[src/rtl/timer_pkg.sv]
// Shared definitions for the microwave timer chain: key codes, FSM states and the BCD digit type.
package timer_pkg;

  localparam logic [3:0] KEY_CLEAR = 4'd10;
  localparam logic [3:0] KEY_START = 4'd11;

  typedef logic [3:0] bcd_t;

  typedef enum logic [2:0] {
    ST_IDLE,
    ST_ENTRY,
    ST_LOAD,
    ST_RUN,
    ST_PAUSE
  } state_t;

endpackage

[src/rtl/time_entry_loader_if.sv]
// Keypad, door and counter-chain signals seen by the time entry loader.
interface time_entry_if;
  import timer_pkg::*;

  logic       en;
  logic       key_valid;
  logic [3:0] key_code;
  logic       door_closed;
  logic       timer_zero;
  bcd_t       min_ones;
  bcd_t       sec_tens;
  bcd_t       sec_ones;
  logic       loadn;
  logic       cnt_en;
  logic [1:0] digit_count;
  logic       entry_err;
  logic       done;

  modport master (
    output en, key_valid, key_code, door_closed, timer_zero,
    input  min_ones, sec_tens, sec_ones, loadn, cnt_en, digit_count, entry_err, done
  );

  modport slave (
    input  en, key_valid, key_code, door_closed, timer_zero,
    output min_ones, sec_tens, sec_ones, loadn, cnt_en, digit_count, entry_err, done
  );

endinterface

[src/rtl/time_normalize.sv]
// Folds an M:SS entry with seconds-tens above 5 into the next minute, saturating at 9:59.
module time_normalize
  import timer_pkg::*;
(
  input  bcd_t min_i,
  input  bcd_t tens_i,
  input  bcd_t ones_i,
  output bcd_t min_o,
  output bcd_t tens_o,
  output bcd_t ones_o,
  output logic is_zero_o
);

  logic       carry;
  logic [4:0] minSum;

  always_comb begin
    is_zero_o = (min_i == 4'd0) && (tens_i == 4'd0) && (ones_i == 4'd0);
    carry     = (tens_i > 4'd5);
    minSum    = {1'b0, min_i} + {4'd0, carry};
    min_o     = minSum[3:0];
    tens_o    = carry ? (tens_i - 4'd6) : tens_i;
    ones_o    = ones_i;
    if (minSum > 5'd9) begin
      min_o  = 4'd9;
      tens_o = 4'd5;
      ones_o = 4'd9;
    end
  end

endmodule

[src/rtl/time_entry_loader.sv]
// Keypad-side producer for the countdown chain: collects M:SS digits, loads the counters, gates counting.
module time_entry_loader
  import timer_pkg::*;
#(
  parameter logic [3:0] QS_TENS    = 4'd3,
  parameter logic [3:0] QS_ONES    = 4'd0,
  parameter int         MAX_DIGITS = 3
) (
  input logic         clk,
  input logic         clrn,
  time_entry_if.slave bus
);

  localparam logic [1:0] MAX_CNT = 2'(MAX_DIGITS);

  state_t     state_q;
  bcd_t       minOnes_q, secTens_q, secOnes_q;
  logic [1:0] digitCount_q;
  logic       loadn_q, cntEn_q, entryErr_q, done_q, firstRun_q;

  bcd_t normMin, normTens, normOnes;
  bcd_t minOnes_d, secTens_d, secOnes_d;
  logic isZero;

  logic isDigit, isClear, isStart;

  assign isDigit = bus.key_valid && (bus.key_code <= 4'd9);
  assign isClear = bus.key_valid && (bus.key_code == KEY_CLEAR);
  assign isStart = bus.key_valid && (bus.key_code == KEY_START);

  time_normalize u_norm (
    .min_i     (minOnes_q),
    .tens_i    (secTens_q),
    .ones_i    (secOnes_q),
    .min_o     (normMin),
    .tens_o    (normTens),
    .ones_o    (normOnes),
    .is_zero_o (isZero)
  );

  // An empty or all-zero entry falls back to the quick-start time.
  assign minOnes_d = isZero ? 4'd0    : normMin;
  assign secTens_d = isZero ? QS_TENS : normTens;
  assign secOnes_d = isZero ? QS_ONES : normOnes;

  always_ff @(posedge clk or negedge clrn) begin
    if (!clrn) begin
      state_q      <= ST_IDLE;
      minOnes_q    <= '0;
      secTens_q    <= '0;
      secOnes_q    <= '0;
      digitCount_q <= '0;
      loadn_q      <= 1'b1;
      cntEn_q      <= 1'b0;
      entryErr_q   <= 1'b0;
      done_q       <= 1'b0;
      firstRun_q   <= 1'b0;
    end else begin
      entryErr_q <= 1'b0;
      done_q     <= 1'b0;
      if (bus.en) begin
        case (state_q)
          ST_IDLE, ST_ENTRY: begin
            if (isClear) begin
              minOnes_q    <= '0;
              secTens_q    <= '0;
              secOnes_q    <= '0;
              digitCount_q <= '0;
              cntEn_q      <= 1'b0;
              state_q      <= ST_IDLE;
            end else if (isStart) begin
              if (!bus.door_closed) begin
                entryErr_q <= 1'b1;
              end else begin
                minOnes_q    <= minOnes_d;
                secTens_q    <= secTens_d;
                secOnes_q    <= secOnes_d;
                digitCount_q <= '0;
                loadn_q      <= 1'b0;
                cntEn_q      <= 1'b0;
                state_q      <= ST_LOAD;
              end
            end else if (isDigit && (digitCount_q < MAX_CNT)) begin
              minOnes_q    <= secTens_q;
              secTens_q    <= secOnes_q;
              secOnes_q    <= bus.key_code;
              digitCount_q <= digitCount_q + 2'd1;
              state_q      <= ST_ENTRY;
            end
          end
          ST_LOAD: begin
            loadn_q    <= 1'b1;
            cntEn_q    <= 1'b1;
            firstRun_q <= 1'b1;
            state_q    <= ST_RUN;
          end
          // The counters were only just loaded, so their zero flag is stale for one cycle.
          ST_RUN: begin
            firstRun_q <= 1'b0;
            if (!bus.door_closed) begin
              cntEn_q <= 1'b0;
              state_q <= ST_PAUSE;
            end else if (isClear) begin
              minOnes_q    <= '0;
              secTens_q    <= '0;
              secOnes_q    <= '0;
              digitCount_q <= '0;
              cntEn_q      <= 1'b0;
              state_q      <= ST_IDLE;
            end else if (bus.timer_zero && !firstRun_q) begin
              minOnes_q <= '0;
              secTens_q <= '0;
              secOnes_q <= '0;
              cntEn_q   <= 1'b0;
              done_q    <= 1'b1;
              state_q   <= ST_IDLE;
            end
          end
          ST_PAUSE: begin
            if (isClear) begin
              minOnes_q    <= '0;
              secTens_q    <= '0;
              secOnes_q    <= '0;
              digitCount_q <= '0;
              cntEn_q      <= 1'b0;
              state_q      <= ST_IDLE;
            end else if (isStart) begin
              if (!bus.door_closed) begin
                entryErr_q <= 1'b1;
              end else begin
                cntEn_q <= 1'b1;
                state_q <= ST_RUN;
              end
            end
          end
          default: state_q <= ST_IDLE;
        endcase
      end
    end
  end

  assign bus.min_ones    = minOnes_q;
  assign bus.sec_tens    = secTens_q;
  assign bus.sec_ones    = secOnes_q;
  assign bus.loadn       = loadn_q | ~bus.en;
  assign bus.cnt_en      = cntEn_q;
  assign bus.digit_count = digitCount_q;
  assign bus.entry_err   = entryErr_q;
  assign bus.done        = done_q;

endmodule

[src/flat_wrapper.sv]
// flat-port wrapper written by rule: the top's interface ports become plain ports
module time_entry_loader_flat import timer_pkg::*;
#(
  parameter logic [3:0] QS_TENS    = 4'd3,
  parameter logic [3:0] QS_ONES    = 4'd0,
  parameter int         MAX_DIGITS = 3
)
  (clk, clrn, bus_en, bus_key_valid, bus_key_code, bus_door_closed, bus_timer_zero, bus_min_ones, bus_sec_tens, bus_sec_ones, bus_loadn, bus_cnt_en, bus_digit_count, bus_entry_err, bus_done);
  time_entry_if bus_i ();
  input logic clk;
  input logic clrn;
  input wire logic [$bits(bus_i.en)-1:0] bus_en;
  input wire logic [$bits(bus_i.key_valid)-1:0] bus_key_valid;
  input wire logic [$bits(bus_i.key_code)-1:0] bus_key_code;
  input wire logic [$bits(bus_i.door_closed)-1:0] bus_door_closed;
  input wire logic [$bits(bus_i.timer_zero)-1:0] bus_timer_zero;
  output wire logic [$bits(bus_i.min_ones)-1:0] bus_min_ones;
  output wire logic [$bits(bus_i.sec_tens)-1:0] bus_sec_tens;
  output wire logic [$bits(bus_i.sec_ones)-1:0] bus_sec_ones;
  output wire logic [$bits(bus_i.loadn)-1:0] bus_loadn;
  output wire logic [$bits(bus_i.cnt_en)-1:0] bus_cnt_en;
  output wire logic [$bits(bus_i.digit_count)-1:0] bus_digit_count;
  output wire logic [$bits(bus_i.entry_err)-1:0] bus_entry_err;
  output wire logic [$bits(bus_i.done)-1:0] bus_done;
  assign bus_i.en = bus_en;
  assign bus_i.key_valid = bus_key_valid;
  assign bus_i.key_code = bus_key_code;
  assign bus_i.door_closed = bus_door_closed;
  assign bus_i.timer_zero = bus_timer_zero;
  assign bus_min_ones = bus_i.min_ones;
  assign bus_sec_tens = bus_i.sec_tens;
  assign bus_sec_ones = bus_i.sec_ones;
  assign bus_loadn = bus_i.loadn;
  assign bus_cnt_en = bus_i.cnt_en;
  assign bus_digit_count = bus_i.digit_count;
  assign bus_entry_err = bus_i.entry_err;
  assign bus_done = bus_i.done;
  time_entry_loader #(.QS_TENS(QS_TENS), .QS_ONES(QS_ONES), .MAX_DIGITS(MAX_DIGITS)) u_core (.clk(clk), .clrn(clrn), .bus(bus_i));
endmodule
[config.mk]
export PLATFORM = sky130hd
export DESIGN_NAME = time_entry_loader_flat
export DESIGN_NICKNAME = d
export VERILOG_FILES = /design/src/rtl/timer_pkg.sv /design/src/rtl/time_entry_loader_if.sv /design/src/rtl/time_normalize.sv /design/src/rtl/time_entry_loader.sv /design/src/flat_wrapper.sv
export SDC_FILE = /design/constraint.sdc
export NUM_CORES = 1
export LEC_CHECK = 0
export ABC_AREA = 1
export CAP_MARGIN = 0
export CORE_UTILIZATION = 30
export DETAILED_ROUTE_END_ITERATION = 12
export PLACE_DENSITY_LB_ADDON = 0.08
export SYNTH_ARGS = -nofsm -noshare
export SYNTH_HDL_FRONTEND = slang
export SYNTH_SLANG_ARGS = --single-unit
[constraint.sdc]
create_clock -name clk -period 2.7 [get_ports clk]
set_input_delay 0.54 -clock clk [delete_from_list [all_inputs] [get_ports clk]]
set_output_delay 0.54 -clock clk [all_outputs]
set_load 0.005 [all_outputs]
==> results of run 1 <==
kinds of logic after synthesis:
kind of cell | Yosys count | share of synthesized area, %
and+or+nand+nor | 141 | 43.1
buffers and inverters | 24 | 6.24
adders and majority gates | 4 | 3.28
AOI/OAI and AO/OA | 28 | 10.0
DFF | 22 | 36.2
xor gates and xnor gates | 2 | 1.15
tightest hold or removal path: cells and delay by family (launching register included):
kind	cells	cell delay, ns
simple gates	2	0.10
flops	1	0.35
flip-flops by register name (all words and copies together), names as in the netlist:
signal / flops
u_core.bus.cnt_en: 1
u_core.bus.digit_count: 2
u_core.bus.sec_ones: 4
u_core.bus.sec_tens: 4
u_core.bus.done: 1
u_core.loadn_q: 1
u_core.state_q: 3
u_core.firstRun_q: 1
u_core.bus.min_ones: 4
u_core.bus.entry_err: 1
metal layers:
metal	vias up	track usage, %	routed length, µm
met5	-	0	0
met4	0	3.92	27
met3	2	2.06	140
met2	31	25.6	1700
met1	675	23.3	2030
li1	773	-	-
through the flow:
step | util [%] | instance area [µm²] | hold slack [ns] | power (µW)
floorplan | - | 1520 | 0.244 | 1150
global placement | 39.0 | 1880 | 0.462 | 1540
detailed placement | 39.0 | 1880 | 0.462 | 1530
CTS | 40.2 | 1940 | 0.489 | 1790
global route | 40.2 | 1940 | 0.519 | 1960
finish | 40.2 | 1940 | 0.481 | 1770
power by group:
part / leakage (µW) / internal, µW / switching, µW / total, µW
logic: 0.000619 / 431 / 477 / 907
clock network: 0.0000288 / 130 / 113 / 243
registers: 0.000282 / 462 / 154 / 616
total: 0.000929 / 1020 / 744 / 1770
synth_stat cells, drive strengths merged:
library cell / instances / area (µm²)
nor4: 1 / 6.26
inv: 22 / 82.6
o21ai: 20 / 100
and2: 1 / 6.26
xnor2: 2 / 17.5
a2111oi: 1 / 8.76
a22oi: 1 / 7.51
nand4: 4 / 25.0
nand3: 16 / 90.1
ha: 4 / 50.1
nor3: 5 / 35.0
nand2: 81 / 337
nor2: 31 / 144
a21oi: 5 / 28.8
nand3b: 1 / 7.51
buf: 2 / 12.5
dfstp: 1 / 26.3
a21boi: 1 / 7.51
or2: 1 / 6.26
dfrtp: 21 / 526
how the worst max path moves through the flow:
stage,from,to,slack (ns),cells after the start
2_1_floorplan,u_core.bus.sec_tens[2],u_core.bus.sec_tens[1],0.76,12
3_3_place_gp,bus_key_code[1],u_core.state_q[1],0.44,10
3_5_place_dp,bus_key_code[2],u_core.bus.sec_tens[2],0.41,10
4_1_cts,bus_en,bus_loadn,0.47,3
5_1_grt,u_core.bus.sec_tens[2],u_core.bus.min_ones[0],0.24,14
6_report,bus_en,bus_loadn,0.48,3
cell type report:
class | instances | area (µm²)
Clock buffer | 4 | 55.1
Timing Repair Buffer | 29 | 285
Multi-Input combinational cell | 175 | 877
Inverter | 22 | 82.6
Fill cell | 542 | 2880
Tap cell | 67 | 83.8
Sequential cell | 22 | 552
==> summary.txt, run 1 <==
Timing
  – Setup TNS: 0 ns
  – Slew Viols, Final: 0
  – Final setup vio count: 0
  – Setup Skew: 0.00435 ns
  – Hold Violations, Final: 0
  – Peak Freq: 450 MHz
  – Final worst slack: 0.479 ns
  – Crit path time final: 2.22 ns
  – RSZ-0062 raised after global routing: no
  – Final period util: 82.3%
  – Least-Margin Pin Slew: 0.431 ns
  – Slew HR: 71.0%

Clocking
  – CTS tree: done
  – Worst-Skew Late Latency: 0.26 ns
  – # clock sinks: 22
  – Clk root buf: clkbuf_8
  – TritonCTS Buffers: 3
  – Post-CTS sizing: 0
  – Bufs on Longest Clock Path: 2
  – Number of setup buffers added after CTS: 0
  – CTS Hold Buffers Added: 0
  – Worst-path clk slew: 0.09 ns
  – H-tree levels: 1

GRT
  – GRT overflow: 0
  – Pin count of the biggest net entering global routing: 23
  – Number of global-route vias before repair: 1,361
  – First-pass GRT wire length: 6.55 mm
  – GRT Overall Usage: 16.2%
  – Initial antenna violation count: 0

Drt
  – Iteration-0 DRC Markers: 65
  – DR WL/cell: 12.2 µm
  – Vias per cell: 4.64
  – Final WL: 3.89 mm
  – Post-DRT Antenna Nets: 0
  – DRC: 0
  – Via count: 1,481
  – DRT Pass-1 Iters: 4

Placement
  – Post-Place Cells: 315
  – RePlAce Congestion: 0.890
  – Pre-CTS WS: 0.410 ns
  – Post-DP HPWL: 2.95 mm
  – Port buffer count: 27

Synth
  – Sequential fraction of the synthesis area: 36.2%
  – Net count after synthesis: 235
  – Yosys warns: 0
  – Syn Area/Cell: 6.90 µm²
  – Synth Instances: 221
  – Syn Std Cell Area: 0.00152 mm²
  – Count of unique library cells instantiated by Yosys: 30
  – FF+latch count, synth: 22

Hold path
  – Hold endpoint: u_core.bus.cnt_en
  – Hold Crit Start: u_core.bus.cnt_en
  – Min-Delay Path Class: register to register
  – Hold Crit Depth: 2

Critical path
  – RR Startpoint: u_core.bus.sec_tens[2]
  – CP Class: input port to output port
  – Reg-to-reg setup timing slack: 0.49 ns
  – CP endpoint kind: output port
  – WP data required: 2.16 ns
  – Largest delay contributor family on the critical path: buffers and inverters
  – Critical-path cell list: clkdlybuf4s50_1 -> nand2_1 -> clkdlybuf4s50_1
  – CP bufs+invs: 2
  – R2R cell count: 12
  – Critical Path Slowest Stage Cell: clkdlybuf4s50_1
  – Max incr delay on CP: 0.53 ns
  – Critical path arrival: 1.68 ns
  – CP dominant cell by count: clkdlybuf4s50_1
  – Crit-path max FO: 6
  – Worst setup SP type: input port
  – Critical R2R Capture: u_core.bus.sec_tens[2]

Cells and area
  – Most frequent cells in the layout: nand2_1 (74), clkdlybuf4s50_1 (27), nor2_1 (26)
  – Share of cells above drive strength 1: 10.7%
  – Nets: 267
  – Commonest non-fill, non-tap cell in the layout: nand2_1
  – Non-filler cells, final: 319
  – Diode count: 0
  – Area added between synthesis and finish: 27.0%

Run status
  – Status: complete, no violations

Floorplanning
  – Row count: 25
  – IO Pins: 28
  – CORE AREA: 0.00482 mm²
  – Die X-Extent: 73.3 µm
  – Initial Util: 31.6%
  – Die H: 73.3 µm
  – Die area: 0.00537 mm²

Power and ir drop
  – Leak pwr: 0.000929 µW
  – Power per Cell Area: 913 mW/mm²
  – Worst VDD drop: 361 µV

Flow run
  – Max Cap Violations: 0
Power figures use the tool's default switching activity.
==> run 2, diff against run 1 <==
Clock period 2.7 ns to 2.2 ns, I/O delays scaled along.
==> run 2 against run 1 <==
- first-iteration DRC count decreased by 22%
- clock power increased by 9.9%
- critical path type is now register to register
- utilization increased by 0.78 points
- critical path depth increased by 9
- count of clock-buffer cells in the layout unchanged
- sequential share of layout area decreased by 0.54 points
==> summary.txt, run 2 (synthesized netlist as in run 1, its figures left out) <==
Critical path
  – Critical Path Slowest Stage Cell: dfrtp_1
  – Crit. Startpoint: u_core.bus.sec_tens[2]
  – Critical R2R Capture: u_core.bus.sec_tens[2]
  – WP data required: 2.36 ns (+0.20 ns)
  – Max incr delay on CP: 0.38 ns (-0.15 ns)
  – CP endpoint kind: register
  – CP Class: register to register
  – Critical path arrival: 2.17 ns (+0.49 ns)
  – Crit-path max FO: 7 (+1)
  – CP dominant cell by count: nand2_1
  – Worst setup SP type: register
  – Reg-to-reg setup timing slack: 0.19 ns (-0.30 ns)
  – CP Capture Point: u_core.bus.sec_tens[2]
  – RR Startpoint: u_core.bus.sec_tens[2]
  – Critical-path cell list: a21oi_1 -> inv_1 -> ha_1 -> ha_1 -> a21oi_1 -> nand2_1 -> nand2_2 -> nand4_1 -> nand2_2 -> inv_2 -> nand2_1 -> nand2_1
  – R2R cell count: 12 (unchanged)

Placement
  – Post-Place Cells: 321 (+1.9%)
  – Post-DP HPWL: 2.95 mm (about the same)
  – Port buffer count: 27 (unchanged)
  – Dpl cell area: 0.00193 mm² (+2.4%)
  – RePlAce Congestion: 0.813 (-8.6%)

Clocking
  – Clk root buf: clkbuf_8
  – # clock sinks: 22 (unchanged)
  – CTS Hold Buffers Added: 0 (unchanged)
  – Bufs on Longest Clock Path: 2 (unchanged)
  – H-tree levels: 1 (unchanged)
  – TritonCTS Buffers: 3 (unchanged)
  – Worst-Skew Late Latency: 0.26 ns (about the same)
  – CTS tree: done
  – Worst-path clk slew: 0.09 ns (about the same)

Timing
  – Final setup vio count: 0 (unchanged)
  – Final period util: 91.5%
  – Slew HR: 73.0% (+2.0 points)
  – Peak Freq: 497 MHz
  – Hold Violations, Final: 0 (unchanged)
  – Least-Margin Pin Slew: 0.394 ns (-0.0363 ns)
  – Setup Skew: 0.00426 ns (-0.0000934 ns)
  – Crit path time final: 2.01 ns
  – Slew Viols, Final: 0 (unchanged)

Floorplanning
  – Row count: 25 (unchanged)
  – Initial Util: 31.6% (unchanged)
  – IO Pins: 28 (unchanged)
  – CORE AREA: 0.00482 mm² (unchanged)
  – Die area: 0.00537 mm² (unchanged)
  – Die H: 73.3 µm (unchanged)
  – Die X-Extent: 73.3 µm (unchanged)

Drt
  – Iteration-0 DRC Markers: 51 (-22%)
  – Post-DRT Antenna Nets: 0 (unchanged)
  – Final WL: 3.84 mm (-1.3%)
  – DRT Pass-1 Iters: 4 (unchanged)
  – DR WL/cell: 11.8 µm (-3.1%)
  – Vias per cell: 4.49 (-3.2%)
  – Via count: 1,460 (-1.4%)
  – DRC: 0 (unchanged)

Cells and area
  – Diode count: 0 (unchanged)
  – Nets: 273 (+2.2%)
  – Area added between synthesis and finish: 29.5%
  – Non-filler cells, final: 325 (+1.9%)
  – Most frequent cells in the layout: nand2_1 (73), clkdlybuf4s50_1 (27), nor2_1 (26)
  – Fin area: 0.00197 mm² (+1.9%)
  – Commonest non-fill, non-tap cell in the layout: nand2_1
  – Share of cells above drive strength 1: 12.8% (+2.1 points)

GRT
  – Pin count of the biggest net entering global routing: 23 (unchanged)
  – GRT overflow: 0 (unchanged)
  – GRT Overall Usage: 15.7% (-0.43 points)
  – Initial antenna violation count: 0 (unchanged)
  – First-pass GRT wire length: 6.54 mm (-0.11%)
  – Number of global-route vias before repair: 1,367 (+0.44%)

Power and ir drop
  – Worst VDD drop: 512 µV (+42%)
  – Power per Cell Area: 1090 mW/mm² (+20%)
  – Leak pwr: 0.000953 µW (+2.6%)

Run status
  – Status: complete, no violations

Hold path
  – Min-Delay Path Class: register to register

Flow run
  – Max Cap Violations: 0 (unchanged)
-- run 2: critical path, delay by kind of cell, from the launching register on --
| family | cells | cell delay (ns) |
|---|---|---|
| buffers and inverters | 2 | 0.11 |
| and+or+nand+nor | 6 | 0.61 |
| DFF | 1 | 0.38 |
| AOI/OAI and AO/OA | 2 | 0.32 |
| adders and majority gates | 2 | 0.50 |
-- run 2: final cells by class --
type,instances,area [µm²]
multi-input combinational,175,880
clock buffer,4,45.0
fill,515,2840
sequential,22,552
timing repair buffer,35,330
tap,67,83.8
inverter,22,82.6
-- run 2: report_power, final --
group	leakage, µW	switching [µW]	internal (µW)
Sequential	0.000282	165	567
Clock	0.0000228	138	129
Combinational	0.000649	606	549
Total	0.000953	909	1250
-- run 2: per-stage QoR --
step	setup slack, ns	total power, µW	hold slack (ns)	utilization (%)	TNS (ns)
2_1_floorplan	0.261	1410	0.144	-	0
3_3_place_gp	0.00920	1910	0.458	40.0	0
3_5_place_dp	0.0111	1900	0.466	40.0	0
4_1_cts	0.136	2180	0.486	40.9	0
5_1_grt	-0.0103	2390	0.515	41.0	-0.0103
6_report	0.188	2150	0.478	41.0	0
-- run 2: what timing repair did --
action                                  4_1_cts  5_1_grt
gates resized for setup                       0        1
buffers inserted                              0        0
endpoints found under the setup margin        0        7
-- run 2: routing by layer --
| metal | up-vias | part of all wire (%) | global-route usage (%) |
|---|---|---|---|
| li1 | 785 | - | - |
| met4 | 0 | 0.70 | 3.92 |
| met5 | - | 0 | 0 |
| met1 | 646 | 52 | 23.0 |
| met3 | 2 | 3.4 | 1.78 |
| met2 | 27 | 44 | 24.7 |
-- run 2: how the worst min path moves through the flow --
stage | startpoint | endpoint | slack, ns | depth (start not counted)
after floorplan | clrn | u_core.bus.cnt_en | 0.14 | 0
after global placement | u_core.bus.cnt_en | u_core.bus.cnt_en | 0.46 | 2
after detailed placement | u_core.bus.cnt_en | u_core.bus.cnt_en | 0.47 | 2
after CTS | u_core.bus.cnt_en | u_core.bus.cnt_en | 0.49 | 2
after global routing | u_core.bus.cnt_en | u_core.bus.cnt_en | 0.52 | 2
final | u_core.bus.cnt_en | u_core.bus.cnt_en | 0.48 | 2
==> run 3, diff against run 2 <==
Settings changed: GPL_ROUTABILITY_DRIVEN from default to 0.
==> results of run 3 <==
Same layout as run 2: the final DEF is identical, and so are final timing and power.
